[config.mk]
export PLATFORM = sky130hd
export DESIGN_NAME = mem_ctrl_arbiter_flat
export DESIGN_NICKNAME = d
export VERILOG_FILES = /design/src/rtl/mem_ctrl_arbiter_if.sv /design/src/rtl/mem_ctrl_arbiter.sv /design/src/flat_wrapper.sv
export SDC_FILE = /design/constraint.sdc
export NUM_CORES = 1
export LEC_CHECK = 0
export BUFFER_PORTS_ARGS = -buffer_cell sky130_fd_sc_hd__clkbuf_2
export CAP_MARGIN = 25
export CELL_PAD_IN_SITES_DETAIL_PLACEMENT = 0
export CELL_PAD_IN_SITES_GLOBAL_PLACEMENT = 1
export CORE_AREA = 2 2 191 193
export DETAILED_ROUTE_END_ITERATION = 7
export DIE_AREA = 0 0 193 195
export GPL_TIMING_DRIVEN = 0
export PLACE_DENSITY = 0.54
export SYNTH_ARGS = -nofsm -noshare
export SYNTH_HDL_FRONTEND = slang
export SYNTH_SLANG_ARGS = --single-unit
[constraint.sdc]
create_clock -name clk -period 1.8 [get_ports clk]
set_clock_uncertainty 0.05 [all_clocks]
set_input_delay 0.36 -clock clk [delete_from_list [all_inputs] [get_ports clk]]
set_output_delay 0.36 -clock clk [all_outputs]
set_load 0.01 [all_outputs]
[src/rtl/mem_ctrl_arbiter_if.sv]
// Block request/response bus shared by the icache, dcache and main-memory ports
// of mem_ctrl_arbiter. The requester drives req_* and receives req_ready plus a
// single-cycle resp_valid pulse carrying resp_block_data.
// req_type encoding: 1'b0 = READ, 1'b1 = WRITE.
interface mem_ctrl_arbiter_if #(
  parameter int unsigned AddrWidth = 32,
  parameter int unsigned DataWidth = 64
);
  logic                 req_valid;
  logic                 req_type;
  logic [AddrWidth-1:0] req_block_addr;
  logic [DataWidth-1:0] req_block_data;
  logic                 req_ready;
  logic                 resp_valid;
  logic [DataWidth-1:0] resp_block_data;

  // Requester side (cache, or the arbiter facing main memory).
  modport master (
    output req_valid, req_type, req_block_addr, req_block_data,
    input  req_ready, resp_valid, resp_block_data
  );

  // Responder side (the arbiter facing a cache, or main memory).
  modport slave (
    input  req_valid, req_type, req_block_addr, req_block_data,
    output req_ready, resp_valid, resp_block_data
  );
endinterface

[src/rtl/mem_ctrl_arbiter.sv]
// Main-memory arbiter between the icache and dcache. One transaction is
// outstanding at a time: IDLE (grant) -> MEM_REQ (present latched request) ->
// MEM_WAIT (forward the response pulse to the owner) -> IDLE.
// The icache has fixed priority. Defining MEM_CTRL_AGING_EN adds a starvation
// counter that forces the dcache through after STARVE_LIMIT consecutive icache
// grants taken while the dcache was waiting.
module mem_ctrl_arbiter #(
  parameter int unsigned STARVE_LIMIT = 4,
  parameter int unsigned AddrWidth    = 32,
  parameter int unsigned DataWidth    = 64
) (
  input  logic                 clk,
  input  logic                 rst_aL,
  mem_ctrl_arbiter_if.slave    icache,
  mem_ctrl_arbiter_if.slave    dcache,
  mem_ctrl_arbiter_if.master   main_mem,
  output logic                 proto_err
);

  localparam logic ReqWrite = 1'b1;

  typedef enum logic [1:0] {StIdle, StMemReq, StMemWait} state_e;
  typedef enum logic {OwnIcache, OwnDcache} owner_e;

  if (STARVE_LIMIT < 1) begin : g_bad_limit
    $error("STARVE_LIMIT must be at least 1");
  end

  state_e               state_q;
  owner_e               owner_q;
  logic                 type_q;
  logic [AddrWidth-1:0] addr_q;
  logic [DataWidth-1:0] data_q;
  logic                 proto_err_q;

  logic                 starved;
  logic                 dcache_wins;
  logic                 icache_grant;
  logic                 dcache_grant;
  logic                 resp_fire;
  logic [DataWidth-1:0] resp_data;

`ifdef MEM_CTRL_AGING_EN
  localparam int unsigned CntW = $clog2(STARVE_LIMIT + 1);
  localparam logic [CntW-1:0] CntMax = CntW'(STARVE_LIMIT);

  logic [CntW-1:0] starve_q;

  assign starved = (starve_q == CntMax) && dcache.req_valid;

  // Count icache grants taken over a waiting dcache; any dcache grant or an
  // uncontested icache grant clears the streak.
  always_ff @(posedge clk or negedge rst_aL) begin
    if (!rst_aL) begin
      starve_q <= '0;
    end else if (dcache_grant) begin
      starve_q <= '0;
    end else if (icache_grant) begin
      if (!dcache.req_valid) begin
        starve_q <= '0;
      end else if (starve_q != CntMax) begin
        starve_q <= starve_q + 1'b1;
      end
    end
  end
`else
  assign starved = 1'b0;
`endif

  // Grant decision: only in IDLE and never while reset is asserted, so at most
  // one ready is high and both are low while busy.
  always_comb begin
    dcache_wins  = dcache.req_valid & (~icache.req_valid | starved);
    icache_grant = rst_aL & (state_q == StIdle) & icache.req_valid & ~dcache_wins;
    dcache_grant = rst_aL & (state_q == StIdle) & dcache_wins;
  end

  // Response is forwarded combinationally in the same cycle as the memory
  // response; a WRITE echoes the latched block instead of memory data.
  always_comb begin
    resp_fire = (state_q == StMemWait) & main_mem.resp_valid;
    resp_data = (type_q == ReqWrite) ? data_q : main_mem.resp_block_data;
  end

  // Cache-facing outputs; data is zero whenever its valid is low.
  always_comb begin
    icache.req_ready       = icache_grant;
    dcache.req_ready       = dcache_grant;
    icache.resp_valid      = resp_fire & (owner_q == OwnIcache);
    dcache.resp_valid      = resp_fire & (owner_q == OwnDcache);
    icache.resp_block_data = icache.resp_valid ? resp_data : '0;
    dcache.resp_block_data = dcache.resp_valid ? resp_data : '0;
  end

  // Memory-facing outputs come straight from the latched request.
  always_comb begin
    main_mem.req_valid      = (state_q == StMemReq);
    main_mem.req_type       = type_q;
    main_mem.req_block_addr = addr_q;
    main_mem.req_block_data = data_q;
  end

  assign proto_err = proto_err_q;

  // Transaction FSM; request fields are latched only on a grant.
  always_ff @(posedge clk or negedge rst_aL) begin
    if (!rst_aL) begin
      state_q <= StIdle;
      owner_q <= OwnIcache;
      type_q  <= 1'b0;
      addr_q  <= '0;
      data_q  <= '0;
    end else begin
      unique case (state_q)
        StIdle: begin
          if (icache_grant) begin
            owner_q <= OwnIcache;
            type_q  <= icache.req_type;
            addr_q  <= icache.req_block_addr;
            data_q  <= '0;
            state_q <= StMemReq;
          end else if (dcache_grant) begin
            owner_q <= OwnDcache;
            type_q  <= dcache.req_type;
            addr_q  <= dcache.req_block_addr;
            data_q  <= dcache.req_block_data;
            state_q <= StMemReq;
          end
        end
        StMemReq: begin
          if (main_mem.req_ready) begin
            state_q <= StMemWait;
          end
        end
        StMemWait: begin
          if (main_mem.resp_valid) begin
            state_q <= StIdle;
          end
        end
        default: state_q <= StIdle;
      endcase
    end
  end

  // Sticky flag for a memory response arriving when none is expected.
  always_ff @(posedge clk or negedge rst_aL) begin
    if (!rst_aL) begin
      proto_err_q <= 1'b0;
    end else if (main_mem.resp_valid && (state_q != StMemWait)) begin
      proto_err_q <= 1'b1;
    end
  end

endmodule
[src/flat_wrapper.sv]
// flat-port wrapper written by rule: the top's interface ports become plain ports
module mem_ctrl_arbiter_flat 
#(
  parameter int unsigned STARVE_LIMIT = 4,
  parameter int unsigned AddrWidth    = 32,
  parameter int unsigned DataWidth    = 64
)
  (clk, rst_aL, proto_err, icache_req_valid, icache_req_type, icache_req_block_addr, icache_req_block_data, icache_req_ready, icache_resp_valid, icache_resp_block_data, dcache_req_valid, dcache_req_type, dcache_req_block_addr, dcache_req_block_data, dcache_req_ready, dcache_resp_valid, dcache_resp_block_data, main_mem_req_valid, main_mem_req_type, main_mem_req_block_addr, main_mem_req_block_data, main_mem_req_ready, main_mem_resp_valid, main_mem_resp_block_data);
  mem_ctrl_arbiter_if #(.AddrWidth(AddrWidth), .DataWidth(DataWidth)) icache_i ();
  mem_ctrl_arbiter_if #(.AddrWidth(AddrWidth), .DataWidth(DataWidth)) dcache_i ();
  mem_ctrl_arbiter_if #(.AddrWidth(AddrWidth), .DataWidth(DataWidth)) main_mem_i ();
  input  logic clk;
  input  logic rst_aL;
  output logic proto_err;
  input wire logic [$bits(icache_i.req_valid)-1:0] icache_req_valid;
  input wire logic [$bits(icache_i.req_type)-1:0] icache_req_type;
  input wire logic [$bits(icache_i.req_block_addr)-1:0] icache_req_block_addr;
  input wire logic [$bits(icache_i.req_block_data)-1:0] icache_req_block_data;
  output wire logic [$bits(icache_i.req_ready)-1:0] icache_req_ready;
  output wire logic [$bits(icache_i.resp_valid)-1:0] icache_resp_valid;
  output wire logic [$bits(icache_i.resp_block_data)-1:0] icache_resp_block_data;
  input wire logic [$bits(dcache_i.req_valid)-1:0] dcache_req_valid;
  input wire logic [$bits(dcache_i.req_type)-1:0] dcache_req_type;
  input wire logic [$bits(dcache_i.req_block_addr)-1:0] dcache_req_block_addr;
  input wire logic [$bits(dcache_i.req_block_data)-1:0] dcache_req_block_data;
  output wire logic [$bits(dcache_i.req_ready)-1:0] dcache_req_ready;
  output wire logic [$bits(dcache_i.resp_valid)-1:0] dcache_resp_valid;
  output wire logic [$bits(dcache_i.resp_block_data)-1:0] dcache_resp_block_data;
  output wire logic [$bits(main_mem_i.req_valid)-1:0] main_mem_req_valid;
  output wire logic [$bits(main_mem_i.req_type)-1:0] main_mem_req_type;
  output wire logic [$bits(main_mem_i.req_block_addr)-1:0] main_mem_req_block_addr;
  output wire logic [$bits(main_mem_i.req_block_data)-1:0] main_mem_req_block_data;
  input wire logic [$bits(main_mem_i.req_ready)-1:0] main_mem_req_ready;
  input wire logic [$bits(main_mem_i.resp_valid)-1:0] main_mem_resp_valid;
  input wire logic [$bits(main_mem_i.resp_block_data)-1:0] main_mem_resp_block_data;
  assign icache_i.req_valid = icache_req_valid;
  assign icache_i.req_type = icache_req_type;
  assign icache_i.req_block_addr = icache_req_block_addr;
  assign icache_i.req_block_data = icache_req_block_data;
  assign icache_req_ready = icache_i.req_ready;
  assign icache_resp_valid = icache_i.resp_valid;
  assign icache_resp_block_data = icache_i.resp_block_data;
  assign dcache_i.req_valid = dcache_req_valid;
  assign dcache_i.req_type = dcache_req_type;
  assign dcache_i.req_block_addr = dcache_req_block_addr;
  assign dcache_i.req_block_data = dcache_req_block_data;
  assign dcache_req_ready = dcache_i.req_ready;
  assign dcache_resp_valid = dcache_i.resp_valid;
  assign dcache_resp_block_data = dcache_i.resp_block_data;
  assign main_mem_req_valid = main_mem_i.req_valid;
  assign main_mem_req_type = main_mem_i.req_type;
  assign main_mem_req_block_addr = main_mem_i.req_block_addr;
  assign main_mem_req_block_data = main_mem_i.req_block_data;
  assign main_mem_i.req_ready = main_mem_req_ready;
  assign main_mem_i.resp_valid = main_mem_resp_valid;
  assign main_mem_i.resp_block_data = main_mem_resp_block_data;
  mem_ctrl_arbiter #(.STARVE_LIMIT(STARVE_LIMIT), .AddrWidth(AddrWidth), .DataWidth(DataWidth)) u_core (.clk(clk), .rst_aL(rst_aL), .icache(icache_i), .dcache(dcache_i), .main_mem(main_mem_i), .proto_err(proto_err));
endmodule
======== Yosys cells after proc, flatten, opt, wreduce, memory -nomap -nowiden ========
Index checks and enable logic that the tools add are counted.
W data, S select, Z words.
word-level totals
  register bits ........................... 101
  latch bits .............................. 0
  memory bits (writable) .................. 0
  bits in read-only memories .............. 0
  bits of input ports ..................... 264
  output and inout port bits .............. 231
  logic and storage cells ................. 44
  memories ................................ 0
operators by class
  add/sub/neg operators ................... 0
  multipliers ............................. 0
  divide/modulo/power cells ............... 0
  $lt $le $gt $ge ......................... 0
  equality and inequality tests ........... 6
  shift-type cells ........................ 0
  multiplexer cells ....................... 16
  bitwise logic cells ..................... 11
  reductions and logical operators ........ 5
operator list
  cell                  number
  $mux W64              5
  $mux W32              2
  $and A1 B1 Y1         8
  $mux W2               4
  $pmux W2 S3           1
  $mux W1               4
  $ne A2 B2 Y1 const B  2
  $ne A3 B3 Y1 const B  1
  $not A1 Y1            3
  $reduce_and A3 Y1     1
  $eq A2 B1 Y1 const B  1
  $eq A2 B2 Y1 const B  1
  $logic_not A2 Y1      1
  $ne A2 B1 Y1 const B  1
  $reduce_and A2 Y1     1
  $reduce_bool A2 Y1    1
  $logic_and A1 B1 Y1   1

======== Longest topological paths before layout ========
Gate-level depths: netlist (run 1).
  depth in word-level cells ............... 6
  mapped depth ............................ 6
  mapped depth without buffers ............ 4

======== Least setup slack after synthesis (run 1) ========
Ideal clock, no wire load.
  path kind ............................... reg2out
  from .................................... reg u_core.state_q[0]
  to ...................................... out icache_resp_block_data[14]
  data arrival time ....................... 1.255 ns
  required time ........................... 1.390 ns
  slack ................................... 0.135 ns
  cell stages (with the launch flop) ...... 6
  buffers on the path ..................... 2
  cell sequence ........................... dfrtp_1 and2b_1 nand3b_1 buf_2 buf_1 nor2_1
on the way
  cells in the longest elaborated chain, start to end .. 4
ends and longest elaborated chain
  what                      line                     source
  start: declaration        mem_ctrl_arbiter.sv:29   state_e state_q;
  start signal: assignment  mem_ctrl_arbiter.sv:108  state_q <= StIdle;
  start signal: assignment  mem_ctrl_arbiter.sv:121  state_q <= StMemReq;
  start signal: assignment  mem_ctrl_arbiter.sv:127  state_q <= StMemReq;
  $eq A2 B2 Y1              mem_ctrl_arbiter.sv:81   resp_fire = (state_q == StMemWait) & main_mem.resp_valid;
  $and A1 B1 Y1             mem_ctrl_arbiter.sv:81
  $and A1 B1 Y1             mem_ctrl_arbiter.sv:89   icache.resp_valid = resp_fire & (owner_q == OwnIcache);
  $mux W64                  mem_ctrl_arbiter.sv:91   icache.resp_block_data = icache.resp_valid ? resp_data : '0;
  end: declaration          flat_wrapper.sv:21       output wire logic [$bits(icache_i.resp_block_data)-1:0] icache_resp_block_data;
Every way passes these cells.

======== Worst setup path in the final report (run 1) ========
  from .................................... reg u_core.state_q[0]
  to ...................................... out icache_resp_block_data[25]
Same word-level chain as after synthesis.

==> results of run 1 <==
-- logic make-up after synthesis --
kind of cell / after synthesis
flops: 101
mux: 64
buf+inv: 58
simple gates: 142
compound gates: 135
-- area by class of cell --
type	instances	area, um2	share of cell area, %
Clock buffer	9	225	2.02
Clock inverter	6	63.8	0.571
Inverter	5	26.3	0.235
Sequential cell	101	2530	22.6
Timing Repair Buffer	499	3640	32.6
Multi-Input combinational cell	341	3420	30.6
Antenna cell	3	7.51	0.0672
Tap cell	461	577	5.16
Buffer	51	687	6.15
-- power groups by stage --
stage	combinational, W	sequential (W)	clock, W
floorplan	0.00275	0.00418	0
global placement	0.00525	0.00398	0
detailed placement	0.00530	0.00397	0
CTS	0.00600	0.00397	0.00213
global route	0.00841	0.00421	0.00220
finish	0.00790	0.00409	0.00203
-- per-stage QoR --
step	utilization (%)	instances	setup WS (ns)	hold slack (ns)
floorplan	-	500	0.135	0.0144
global placement	22.8	1391	-2.75	0.391
detailed placement	23.0	1393	-1.23	0.299
CTS	26.2	1441	-0.506	0.0300
global route	31.6	1476	-0.534	0.0386
finish	31.6	1476	-0.450	0.0520
-- repair_timing --
| action | in CTS | in global routing |
|---|---|---|
| buffers inserted | 19 | 21 |
| gates resized for setup | 116 | 449 |
| hold buffers | 7 | 0 |
| pin swaps | 14 | 21 |
| gates cloned | 7 | 14 |
| hold endpoints to repair | 50 | 0 |
| setup endpoints to repair | 231 | 230 |
-- cells in the mapped netlist --
cell      instances  area (um2)
inv_1             5        18.8
nand3b_1          1        7.51
nand2_1           3        11.3
o21ai_0           2        10.0
o22ai_1           1        6.26
nand2b_1          2        12.5
or3b_1            1        8.76
o32a_1           32         320
mux2i_1          64         641
a21oi_1           3        15.0
nand3_1           1        5.00
buf_6             7        78.8
or2b_1            1        7.51
and2b_1           1        7.51
nor2_1          129         484
clkbuf_1         18        67.6
nor3b_4           1        18.8
a21o_1            1        7.51
nor2_4            1        11.3
buf_2            19        95.1
o221a_2          32         360
dfrtp_1         101        2530
buf_1             6        22.5
buf_8             3        45.0
or2_2             1        6.26
a22o_1           64         561
-- critical path, delay by kind of cell, from the launching register on --
family / cells / cell delay [ns]
buf+inv: 4 / 0.61
simple gates: 3 / 0.45
flops: 1 / 0.40
-- worst min path at each step --
stage,cells past startpoint,from,slack [ns],to
2_1_floorplan,0,rst_aL,0.01,u_core.main_mem.req_block_addr[0]$_DFFE_PN0P_
3_3_place_gp,1,u_core.proto_err$_DFFE_PN0P_,0.39,u_core.proto_err$_DFFE_PN0P_
3_5_place_dp,1,rst_aL,0.30,u_core.main_mem.req_block_addr[6]$_DFFE_PN0P_
4_1_cts,2,rst_aL,0.03,u_core.main_mem.req_block_data[6]$_DFFE_PN0P_
5_1_grt,2,rst_aL,0.04,u_core.main_mem.req_block_addr[31]$_DFFE_PN0P_
6_report,2,rst_aL,0.05,u_core.main_mem.req_block_addr[0]$_DFFE_PN0P_
-- cells in the final DEF (no fill, tap or decap), types with 2 or more instances in the layout --
cell type and instances:
nor2_2 35, buf_2 70, buf_16 7, a22o_1 64, buf_6 72, mux2i_2 16, o221a_2 32, o32a_1 32
dlygate4sd3_1 3, mux2i_4 29, dfrtp_1 100, clkinvlp_4 2, buf_8 18, nand2b_1 2, nor2_1 44, clkinv_2 2
inv_1 2, buf_12 25, clkbuf_2 307, clkbuf_1 7, o21ai_0 2, clkbuf_8 3, mux2i_1 19, a21oi_1 3
buf_4 21, diode_2 3, nor2_4 51, clkbuf_16 24
-- metal layers --
metal	routed length, um	up-vias	track usage, %
met5	0	-	0
met4	903	0	6.45
met3	2330	31	4.12
met2	15100	287	24.6
met1	12000	3111	15.9
li1	-	2896	-
-- state kept, by name, summed over array words and instances (netlist names) --
register and flops:
u_core.main_mem.req_type 1, u_core.main_mem.req_block_addr 32, u_core.state_q 2, u_core.owner_q 1, u_core.proto_err 1, u_core.main_mem.req_block_data 64
==> key figures, run 1 <==
Run status
  • Status: finished, violations left
  • Violated checks: setup timing

Power and ir drop
  • Comb pwr share: 56.4%
  • Pleak: 5.36 nW
  • Clock power frac: 14.4%
  • Pwr Total: 0.0140 W
  • Maximum VDD drop: 0.000925 V
  • Switch share: 40.5%
  • Seq pwr share: 29.2%
  • Power Density: 1260 nW/um2
  • Pint: 0.00835 W
  • Switching pwr: 0.00567 W

Placed design
  • Dpl cell area: 8140 um2
  • GPL Wtd Cong: 0.772
  • Hpwl dp: 21.4 mm
  • Port Buf Inserts: 430

Clock network
  • CTS sink cnt: 101
  • Clock latency on the worst-skew pair: 0.36 ns
  • Clock transition at path regs: 0.07 ns
  • CTS max path bufs: 2
  • CTS tree: built
  • CTS Buf Count: 9
  • H-tree levels: 3
  • Root Driver: clkbuf_16

Worst setup path
  • CP peak stage delay: 0.40 ns
  • Worst-path fanout max: 10
  • Crit path cell chain: and2b_2 -> nand3b_1 -> buf_6 -> buf_12 -> buf_12 -> nor2_1 -> buf_2
  • CP dominant cell by count: buf_12
  • R2r worst-path depth: 9
  • Worst path slowest cell: dfrtp_1
  • Crit path to: icache_resp_block_data[25]
  • CP Data Arrival Time: 1.84 ns
  • Kind of critical path: flip-flop to output pin
  • Worst r2r dst: u_core.main_mem.req_block_data[39]$_DFFE_PN0P_
  • Worst Setup End Kind: output pin
  • R2R setup slack: -0.20 ns
  • CP Data Required Time: 1.39 ns
  • CP startpoint: u_core.state_q[0]$_DFFE_PN0P_
  • Startpoint types: flip-flop
  • Reg-to-reg startpoint: u_core.state_q[0]$_DFFE_PN0P_

Timing
  • Final setup fails: 227
  • Final worst path period share: 125%
  • Slew HR: 63.5%
  • Tmin final: 2.25 ns
  • Final Hold Viols: 0
  • Final WS setup: -0.450 ns
  • Slew @ Worst Pin: 0.548 ns
  • Pins Over Slew Limit: 0
  • Fin Setup TNS: -59.79 ns
  • Fmax: 445 MHz
  • RSZ-0062 raised after global routing: true

Logic synthesis
  • Syn Nets: 764
  • Post-synthesis simple-gate area fraction: 10.8%
  • Yosys warns: 0
  • Post-synthesis compound-gate area fraction: 23.9%
  • Main combinational cell family by area after synthesis: compound AO/OA/AOI/OAI gates
  • Mux share of post-synthesis cell area: 12.0%
  • Avg Cell Area, Syn: 10.7 um2
  • Seq/Total Area, Yosys: 47.2%
  • Syn Inst Count: 500
  • Synth Area in XOR/XNOR: 0%
  • Synth unique cells: 26
  • Netlist Area Pre-Place: 5360 um2
  • Adder-cell area share of the yosys netlist: 0%
  • Number of synthesized register bits: 101

Drt
  • DRT Pass-1 Iters: 4
  • DRC Markers: 0
  • Initial DRC count: 121
  • Vias per cell: 4.29
  • Post-DR wirelength/cell: 20.6 um
  • WL final: 30.4 mm
  • Via Count: 6,325
  • Antenna viol nets, final: 0

Floorplan
  • IO Pins: 495
  • FP Rows: 69
  • Initial Utilization: 15.1%
  • Die Y: 195 um
  • Die area: 37,600 um2
  • Chip width: 193 um
  • Core Area: 35,400 um2

Layout
  • Design Area, Final: 11,200 um2
  • Fin nets: 1,272
  • Synth-to-Final Area Change: 109%
  • Layout cells sized above 1: 71.8%
  • Number of fill cells: 3,686

GRT
  • Vias in the first global route: 6,211
  • Largest net degree at the start of global routing: 27
  • Total gr overflow: 0
  • Tot GR Track Use: 14.2%
  • Antenna violations before repair: 3
  • First-pass GRT wire length: 38.9 mm

Run
  • Max_cap viols: 0

Hold path
  • Hold/Removal Path Class: input port to asynchronous set/reset pin
Power figures use the tool's default switching activity.
==> run 2, diff against run 1 <==
--- a/config.mk
+++ b/config.mk
@@ -14,6 +14,8 @@
 export DIE_AREA = 0 0 193 195
 export GPL_TIMING_DRIVEN = 0
 export PLACE_DENSITY = 0.54
+export RECOVER_POWER = 25
+export REMOVE_ABC_BUFFERS = 1
 export SYNTH_ARGS = -nofsm -noshare
 export SYNTH_HDL_FRONTEND = slang
 export SYNTH_SLANG_ARGS = --single-unit
==> run 2 against run 1 <==
  * The flow still finishes with violations (setup timing)
  * Sequential power is 1% lower
  * Critical path depth stayed put
  * Clock power is 4% lower
  * Largest power group unchanged
  * Setup slack worse by 0.091 ns
  * Power is 0.16% higher
  * Die area stayed put
  * First-iteration DRC count is 70% higher
  * Critical endpoint is now icache_resp_block_data[13]
==> key figures, run 2 (same netlist as run 1, synthesis figures left out) <==
Power and ir drop
  • Maximum VDD drop: 0.000572 V (was 0.000925 V)
  • Power Density: 1260 nW/um2 (about the same)
  • Seq pwr share: 28.7% (was 29.2%)
  • Pwr Total: 0.0140 W (about the same)
  • Comb pwr share: 57.5% (was 56.4%)
  • Pleak: 5.33 nW (was 5.36 nW)
  • Pint: 0.00799 W (was 0.00835 W)
  • Clock power frac: 13.8% (was 14.4%)
  • Switch share: 43.1% (was 40.5%)
  • Switching pwr: 0.00606 W (was 0.00567 W)

Worst setup path
  • R2R setup slack: -0.32 ns (was -0.20 ns)
  • Worst-path fanout max: 7 (was 10)
  • CP Data Required Time: 1.39 ns (about the same)
  • Worst Setup End Kind: output pin (unchanged)
  • Kind of critical path: flip-flop to output pin (unchanged)
  • Startpoint types: flip-flop (unchanged)
  • Worst r2r dst: u_core.main_mem.req_block_data[44]$_DFFE_PN0P_ (was u_core.main_mem.req_block_data[39]$_DFFE_PN0P_)
  • Reg-to-reg startpoint: u_core.state_q[0]$_DFFE_PN0P_ (unchanged)
  • R2r worst-path depth: 10 (was 9)
  • CP Data Arrival Time: 1.93 ns (was 1.84 ns)

Placed design
  • Port Buf Inserts: 430 (unchanged)
  • GPL Wtd Cong: 0.708 (was 0.772)
  • Number of cells after detailed placement: 1,348 (was 1,393)
  • Hpwl dp: 18.5 mm (was 21.4 mm)

Timing
  • Tmin final: 2.34 ns (was 2.25 ns)
  • Fmax: 427 MHz (was 445 MHz)
  • Final worst path period share: 130% (was 125%)
  • Smallest hold slack: 0.152 ns (was 0.0520 ns)
  • Pins Over Slew Limit: 0 (unchanged)
  • Fin Setup TNS: -84.74 ns (was -59.79 ns)
  • Final setup fails: 244 (was 227)
  • Slew @ Worst Pin: 1.06 ns (was 0.548 ns)
  • Slew HR: 29.2% (was 63.5%)
  • RSZ-0062 raised after global routing: true (unchanged)
  • Final WS setup: -0.540 ns (was -0.450 ns)
  • Final Hold Viols: 0 (unchanged)

Layout
  • Number of fill cells: 3,664 (was 3,686)
  • Commonest non-fill, non-tap cell in the layout: clkbuf_2 (unchanged)
  • Finished Layout Cells: 1,455 (was 1,476)
  • Max reg flops: 64 (unchanged)
  • Commonest cells after routing, fill and taps aside: 313 x clkbuf_2, 98 x dfrtp_1, 94 x buf_6, 85 x nor2_4, 64 x a22o_1 (was 307 x clkbuf_2, 100 x dfrtp_1, 72 x buf_6, 70 x buf_2, 64 x a22o_1)
  • Synth-to-Final Area Change: 109% (about the same)
  • End-of-flow core utilization: 31.6% (about the same)
  • Layout cells sized above 1: 72.3% (was 71.8%)
  • Fin nets: 1,251 (was 1,272)

Clock network
  • H-tree levels: 3 (unchanged)
  • Clock latency on the worst-skew pair: 0.36 ns (about the same)
  • CTS Buf Count: 9 (unchanged)
  • Clock transition at path regs: 0.08 ns (was 0.07 ns)
  • CTS max path bufs: 2 (unchanged)
  • Root Driver: clkbuf_16 (unchanged)
  • CTS sink cnt: 101 (unchanged)
  • CTS tree: built (unchanged)

Floorplan
  • IO Pins: 495 (unchanged)
  • Die Y: 195 um (unchanged)
  • Initial Utilization: 15.1% (unchanged)
  • FP Rows: 69 (unchanged)
  • Chip width: 193 um (unchanged)
  • Die area: 37,600 um2 (unchanged)
  • Core Area: 35,400 um2 (unchanged)

Run status
  • Violated checks: setup timing (unchanged)
  • Status: finished, violations left (unchanged)

Drt
  • Via Count: 6,441 (was 6,325)
  • Initial DRC count: 206 (was 121)
  • Vias per cell: 4.43 (was 4.29)
  • DRT Pass-1 Iters: 4 (unchanged)
  • WL final: 34.1 mm (was 30.4 mm)
  • Post-DR wirelength/cell: 23.5 um (was 20.6 um)
  • DRC Markers: 0 (unchanged)
  • Antenna viol nets, final: 0 (unchanged)

GRT
  • First-pass GRT wire length: 43.0 mm (was 38.9 mm)
  • Vias in the first global route: 6,470 (was 6,211)
  • Total gr overflow: 0 (unchanged)
  • Largest net degree at the start of global routing: 43 (was 27)
  • Antenna violations before repair: 1 (was 3)
  • Tot GR Track Use: 16.0% (was 14.2%)

Run
  • Max_cap viols: 0 (unchanged)

Hold path
  • Hold path depth: 2
  • Hold Path Sink: u_core.state_q[0]$_DFFE_PN0P_
  • Hold/Removal Path Class: input port to flip-flop (was input port to asynchronous set/reset pin)
  • Worst Hold Launch: main_mem_req_ready
## run 2: cell count changes in the layout (fill, tap and decap cells not counted), sizes merged
cell,delta
clkdlybuf4s25,+1
dlygate4sd3,-2
diode,-1
buf,-22
clkbuf,-7
clkinvlp,-1
inv,+2
clkinv,+1
nor2,+1
nand2,+8
bufinv,-1
## run 2: worst max-delay path, cell delays in order, from the launching register on
cell,delay (ns)
dfrtp_2,0.43
and2b_2,0.22
nand3b_1,0.15
buf_12,0.19
buf_16,0.16
buf_12,0.15
nor2_2,0.12
buf_2,0.14
## run 2: how the worst max path moves through the flow
stage | start | to | slack [ns] | depth (start not counted)
6_report | u_core.state_q[0]$_DFFE_PN0P_ | icache_resp_block_data[13] | -0.54 | 7
5_1_grt | u_core.state_q[0]$_DFFE_PN0P_ | icache_resp_block_data[29] | -0.63 | 7
4_1_cts | u_core.state_q[0]$_DFFE_PN0P_ | icache_resp_block_data[50] | -0.53 | 7
3_5_place_dp | rst_aL | dcache_req_ready | -1.81 | 5
3_3_place_gp | rst_aL | u_core.main_mem.req_block_data[25]$_DFFE_PN0P_ | -5.62 | 4
2_1_floorplan | u_core.main_mem.req_type$_DFFE_PN0P_ | dcache_resp_block_data[0] | -1.37 | 2
## run 2: power by group through the flow
| stage | logic (W) | clock network, W | registers (W) |
|---|---|---|---|
| 2_1_floorplan | 0.00240 | 0 | 0.00441 |
| 3_3_place_gp | 0.00448 | 0 | 0.00422 |
| 3_5_place_dp | 0.00498 | 0 | 0.00417 |
| 4_1_cts | 0.00669 | 0.00206 | 0.00400 |
| 5_1_grt | 0.00856 | 0.00214 | 0.00414 |
| 6_report | 0.00807 | 0.00194 | 0.00404 |
## run 2: metal layers
metal  global-route usage [%]  up-vias  routed length [um]
met5                        0        -                   0
li1                         -     2869                   -
met1                     18.4     3184               13200
met2                     28.4      349               17000
met4                     4.83        0                1120
met3                     4.37       39                2840
## run 2: timing repair
item | 4_1_cts | 5_1_grt
setup endpoints to repair | 232 | 229
endpoints found under the hold margin | 42 | 0
gates cloned | 22 | 14
resized for setup | 165 | 355
setup buffers | 35 | 25
hold buffers | 3 | 0
pin swaps | 12 | 46
## run 2: area by class of cell
cell class	count	area [um2]	area share, %
clock buffer	9	225	2.02
multi-input combinational	350	3540	31.7
inverter	5	23.8	0.213
timing repair buffer	520	4220	37.7
tap	461	577	5.16
sequential	101	2530	22.7
antenna	2	5.00	0.0448
clock inverter	7	48.8	0.437
## run 2: metrics by stage
| stage | cell area [um2] | setup slack [ns] |
|---|---|---|
| floorplan | 5050 | -1.37 |
| global placement | 7780 | -5.62 |
| detailed placement | 8030 | -1.81 |
| CTS | 9840 | -0.530 |
| global route | 11200 | -0.632 |
| finish | 11200 | -0.540 |
